File: config.mk
export PLATFORM = sky130hd
export DESIGN_NAME = alu_op_sequencer
export DESIGN_NICKNAME = d
export VERILOG_FILES = /design/src/rtl/alu_op_sequencer.sv
export SDC_FILE = /design/constraint.sdc
export NUM_CORES = 1
export LEC_CHECK = 0
export CORE_ASPECT_RATIO = 0.7
export CORE_MARGIN = 1.5
export CORE_UTILIZATION = 43
export CTS_BUF_LIST = sky130_fd_sc_hd__clkbuf_16
export DETAILED_ROUTE_END_ITERATION = 8
export PLACE_DENSITY_LB_ADDON = 0.25
export SYNTH_ARGS = -nofsm -noshare
export SYNTH_HDL_FRONTEND = slang
export SYNTH_SLANG_ARGS = --single-unit
File: constraint.sdc
create_clock -name clk -period 1.69 [get_ports clk]
set_input_delay 0.338 -clock clk [delete_from_list [all_inputs] [get_ports clk]]
set_output_delay 0.338 -clock clk [all_outputs]
set_load 0.02 [all_outputs]
File: src/rtl/alu_op_sequencer.sv
// Multi-cycle control sequencer: walks FETCH/DECODE/EXEC/MEM/WB for one instruction per Start.
// Optional feature: define ALU_SEQ_VARSHIFT_EN to decode variable shifts (Funct 04/06/07).
module alu_op_sequencer (
  input  logic       clk,
  input  logic       reset,
  input  logic       Start,
  input  logic [5:0] OpCode,
  input  logic [5:0] Funct,
  input  logic       Zero,
  output logic [4:0] ALUConf,
  output logic       Sign,
  output logic [1:0] ALUSrcA,
  output logic [1:0] ALUSrcB,
  output logic       ExtOp,
  output logic       PCWrite,
  output logic       PCWriteCond,
  output logic       RegWrite,
  output logic       MemRead,
  output logic       MemWrite,
  output logic       Busy,
  output logic       Done,
  output logic       Illegal
);

  typedef enum logic [2:0] {IDLE, FETCH, DECODE, EXEC, MEM, WB} state_t;

  localparam logic [4:0] ALU_ADD = 5'b00000;
  localparam logic [4:0] ALU_OR  = 5'b00001;
  localparam logic [4:0] ALU_AND = 5'b00010;
  localparam logic [4:0] ALU_SUB = 5'b00110;
  localparam logic [4:0] ALU_SLT = 5'b00111;
  localparam logic [4:0] ALU_NOR = 5'b01100;
  localparam logic [4:0] ALU_XOR = 5'b01101;
  localparam logic [4:0] ALU_SRL = 5'b10000;
  localparam logic [4:0] ALU_SRA = 5'b11000;
  localparam logic [4:0] ALU_SLL = 5'b11001;

  state_t     state, next;
  logic [5:0] op_q, funct_q;

  logic [4:0] ex_alu;
  logic       ex_sign, ex_ext, legal, is_branch, is_lw, is_sw;
  logic [1:0] ex_a, ex_b;

  always_ff @(posedge clk) begin
    if (reset) begin
      state   <= IDLE;
      op_q    <= '0;
      funct_q <= '0;
    end else begin
      state <= next;
      if (state == FETCH) begin
        op_q    <= OpCode;
        funct_q <= Funct;
      end
    end
  end

  // Instruction decode from the captured fields; only consumed in EXEC/MEM.
  always_comb begin
    ex_alu    = ALU_ADD;
    ex_sign   = 1'b0;
    ex_ext    = 1'b0;
    ex_a      = 2'd1;
    ex_b      = 2'd0;
    legal     = 1'b1;
    is_branch = 1'b0;
    is_lw     = 1'b0;
    is_sw     = 1'b0;
    case (op_q)
      6'h00: begin
        case (funct_q)
          6'h20: begin ex_alu = ALU_ADD; ex_sign = 1'b1; end
          6'h21: ex_alu = ALU_ADD;
          6'h22: begin ex_alu = ALU_SUB; ex_sign = 1'b1; end
          6'h23: ex_alu = ALU_SUB;
          6'h24: ex_alu = ALU_AND;
          6'h25: ex_alu = ALU_OR;
          6'h26: ex_alu = ALU_XOR;
          6'h27: ex_alu = ALU_NOR;
          6'h2A: begin ex_alu = ALU_SLT; ex_sign = 1'b1; end
          6'h2B: ex_alu = ALU_SLT;
          6'h00: begin ex_alu = ALU_SLL; ex_a = 2'd2; end
          6'h02: begin ex_alu = ALU_SRL; ex_a = 2'd2; end
          6'h03: begin ex_alu = ALU_SRA; ex_a = 2'd2; end
`ifdef ALU_SEQ_VARSHIFT_EN
          6'h04: ex_alu = ALU_SLL;
          6'h06: ex_alu = ALU_SRL;
          6'h07: ex_alu = ALU_SRA;
`endif
          default: legal = 1'b0;
        endcase
      end
      6'h08: begin ex_alu = ALU_ADD; ex_b = 2'd2; ex_ext = 1'b1; ex_sign = 1'b1; end
      6'h09: begin ex_alu = ALU_ADD; ex_b = 2'd2; ex_ext = 1'b1; end
      6'h0A: begin ex_alu = ALU_SLT; ex_b = 2'd2; ex_ext = 1'b1; ex_sign = 1'b1; end
      6'h0B: begin ex_alu = ALU_SLT; ex_b = 2'd2; ex_ext = 1'b1; end
      6'h0C: begin ex_alu = ALU_AND; ex_b = 2'd2; end
      6'h0D: begin ex_alu = ALU_OR;  ex_b = 2'd2; end
      6'h0F: begin ex_alu = ALU_SLL; ex_a = 2'd3; ex_b = 2'd2; end
      6'h23: begin ex_alu = ALU_ADD; ex_b = 2'd2; ex_ext = 1'b1; is_lw = 1'b1; end
      6'h2B: begin ex_alu = ALU_ADD; ex_b = 2'd2; ex_ext = 1'b1; is_sw = 1'b1; end
      6'h04, 6'h05: begin ex_alu = ALU_SUB; is_branch = 1'b1; end
      default: legal = 1'b0;
    endcase
  end

  always_comb begin
    next        = state;
    ALUConf     = ALU_ADD;
    Sign        = 1'b0;
    ALUSrcA     = 2'd0;
    ALUSrcB     = 2'd0;
    ExtOp       = 1'b0;
    PCWrite     = 1'b0;
    PCWriteCond = 1'b0;
    RegWrite    = 1'b0;
    MemRead     = 1'b0;
    MemWrite    = 1'b0;
    Done        = 1'b0;
    Illegal     = 1'b0;
    Busy        = (state != IDLE);
    case (state)
      IDLE:   if (Start) next = FETCH;
      FETCH: begin
        ALUSrcB = 2'd1;
        PCWrite = 1'b1;
        next    = DECODE;
      end
      DECODE: begin
        ALUSrcB = 2'd3;
        ExtOp   = 1'b1;
        next    = EXEC;
      end
      EXEC: begin
        if (!legal) begin
          Illegal = 1'b1;
          Done    = 1'b1;
          next    = IDLE;
        end else begin
          ALUConf = ex_alu;
          Sign    = ex_sign;
          ALUSrcA = ex_a;
          ALUSrcB = ex_b;
          ExtOp   = ex_ext;
          if (is_branch) begin
            // OpCode bit 0 distinguishes bne (05) from beq (04).
            PCWriteCond = op_q[0] ? ~Zero : Zero;
            Done        = 1'b1;
            next        = IDLE;
          end else if (is_lw || is_sw) begin
            next = MEM;
          end else begin
            next = WB;
          end
        end
      end
      MEM: begin
        MemRead  = is_lw;
        MemWrite = is_sw;
        Done     = is_sw;
        next     = is_sw ? IDLE : WB;
      end
      WB: begin
        RegWrite = 1'b1;
        Done     = 1'b1;
        next     = IDLE;
      end
      default: next = IDLE;
    endcase
  end

endmodule

==> results.tsv <==
metric	value	unit
p_per_area	1020	nW/um^2
cts_made_buffers	3	
synth_ff_type	dfxtp_1	
portBuffers	34	
synth_area	1220	um^2
hp-start	op_q[2]$_SDFFE_PP0P_	
power_leakage	0.988	nW
cp-end-kind	primary output	
max-slew-margin-rel	0.644	
startpoint_type	flip-flop	
die-area	3180	um^2
ys_seq_elements	15	
tightest_slew	0.527	ns
grt_util_all_layers	0.336	
io_pins	35	
fmax	440	MHz
grt_pass1_wl	7870	um
synth_top_area_frac	0.246	
drc	0	
root_buffer	clkbuf_16	
yosys-top-cells-count	nand2_1 (34), a21oi_1 (24), nor2_1 (19)	
syn_area_per_cell	6.83	um^2
synth_edf_count	0	
ys.warnings.count	0	
ys_types	48	
syn_inst	179	
yosys.area.top_type	dfxtp_1	
hold_buffers	0	
drt_first_pass_iters	5	
antenna_found_initial	0	
synthTopCellsByArea	dfxtp_1 (25%), nand2_1 (10%), a21oi_1 (9.8%), nor2_1 (5.8%), nand2b_1 (3.6%)	
grt_pass1_vias	1684	
drive_gt1_frac	0.504	
rsz0062_at_grt	yes	
ys_async_sr_fraction	0	
fin_nets	279	
totalWireLength	6380	um
outcome	finished, violations left	
ir_worst_vdd	0.837	mV
finClkSkew	0.00232	ns
path_max_fanout	4	
dp_slack	-0.715	ns
h-tree-depth	1	
ys_seq_area_frac	0.246	
arrival	1.93	ns
critPathKind	flip-flop to primary output	
fill_cells	95	
die_y	47.6	um
diodes	0	
post-route-period-util	1.34	
core.rowCount	15	
start_util	0.475	
power	2.41	mW
setup_violations	18	
violations	negative setup slack	
clk_pin_slew	0.05	ns
grt_overflow_total	0	
dp_hpwl	3170	um
coreArea	2570	um^2
drv_cap	0	
avgRoutedWirePerCell	21.6	um
cts.sink_count	15	
grt_max_degree	14	
finalWorstSetupSlack	-0.581	ns
cts_tree	yes	
finalMaxSlewViolations	0	
r2r_start	funct_q[5]$_SDFFE_PP0P_	
vias	1949	
utilization	0.924	
hp-class	flip-flop to flip-flop	
yosysMostFrequentCell	nand2_1	
insertion_delay	0.24	ns
drt_iter0_drc	372	
hold_violations	0	
cts.path.max_buffers	2	
syn2layout_area_growth	94.3	%
period_needed	2.27	ns
critPathLaunch	funct_q[5]$_SDFFE_PP0P_	
cp.required	1.35	ns
ant_nets	0	
viasPerCell	6.58	
syn_nets	195	
die_w	66.7	um
gp_congestion	0.829	
[through the flow]
step	hold slack [ns]	instance area [um^2]	cells	TNS [ns]
finish	0.531	2370	296	-5.70
global route	0.554	2370	296	-6.25
CTS	0.500	2170	291	-4.60
detailed placement	0.500	1920	279	-8.46
global placement	0.478	1920	279	-7.73
floorplan	0.400	1270	179	-1.25
[flip-flops by register name, summed over array words and instances (netlist names)]
name     count
funct_q      6
state        3
op_q         6
[layout make-up]
class                   instances  area [um^2]  share of cell area
clock buffers                   3         75.1              0.0316
clock inverters                 1         3.75             0.00158
inverters                       5         18.8             0.00790
repair buffers                 94          818               0.345
well taps                      34         42.5              0.0179
multi-input cells             144         1090               0.458
flip-flops and latches         15          328               0.138
[cell usage in the layout (no fill, tap or decap), types with 3 or more instances in the layout]
| master | n |
|---|---|
| buf_4 | 56 |
| nand2_1 | 33 |
| buf_6 | 19 |
| a21oi_1 | 18 |
| nor2_1 | 17 |
| clkdlybuf4s50_1 | 15 |
| a21oi_2 | 6 |
| dfxtp_4 | 6 |
| dfxtp_1 | 5 |
| inv_1 | 4 |
| nand2b_4 | 4 |
| o21ai_0 | 4 |
| dfxtp_2 | 4 |
| a211o_1 | 3 |
| nand3b_1 | 3 |
| nor2_2 | 3 |
| nor3_4 | 3 |
| nand2b_1 | 3 |
| clkbuf_16 | 3 |
[metal layers]
| metal | share of wire | global-route usage | up-vias |
|---|---|---|---|
| li1 | - | - | 798 |
| met1 | 0.37 | 0.432 | 901 |
| met2 | 0.45 | 0.566 | 197 |
| met3 | 0.13 | 0.0682 | 53 |
| met4 | 0.047 | 0.143 | 0 |
| met5 | 0 | 0 | - |
[kinds of logic after synthesis]
logic type | synth area share
flip-flops | 0.246
buffers and inverters | 0.0860
multiplexers | 0.0164
AND/OR/NAND/NOR | 0.367
XOR/XNOR | 0.0143
AO/OA/AOI/OAI | 0.270
[repair_timing]
item | 4_1_cts | 5_1_grt
setup endpoints to repair | 19 | 21
gates cloned | 0 | 0
resized for setup | 123 | 39
buffers inserted | 8 | 6
pin swaps | 21 | 17
[worst paths after layout]
kind	cells after the start	endpoint	slack (ns)
max	9	ALUConf[3]	-0.58
max reg2reg	7	state[0]$_SDFFE_PP0P_	-0.12
min reg2reg	2	op_q[2]$_SDFFE_PP0P_	0.53
min	2	op_q[2]$_SDFFE_PP0P_	0.53
[power breakdown]
| part | leakage (nW) | switching, mW | internal (mW) |
|---|---|---|---|
| Sequential | 0.129 | 0.0984 | 0.415 |
| Combinational | 0.817 | 0.779 | 0.669 |
| Clock | 0.0423 | 0.138 | 0.313 |
| Total | 0.988 | 1.02 | 1.40 |
[critical path: stages, from the launching register on]
cell,delay (ns)
dfxtp_2,0.34
buf_4,0.14
buf_6,0.13
buf_4,0.15
nor3b_2,0.16
a21oi_1,0.06
nor3_1,0.23
o21ai_1,0.15
a21oi_2,0.17
buf_4,0.16
(Power assumes the default switching activity.)
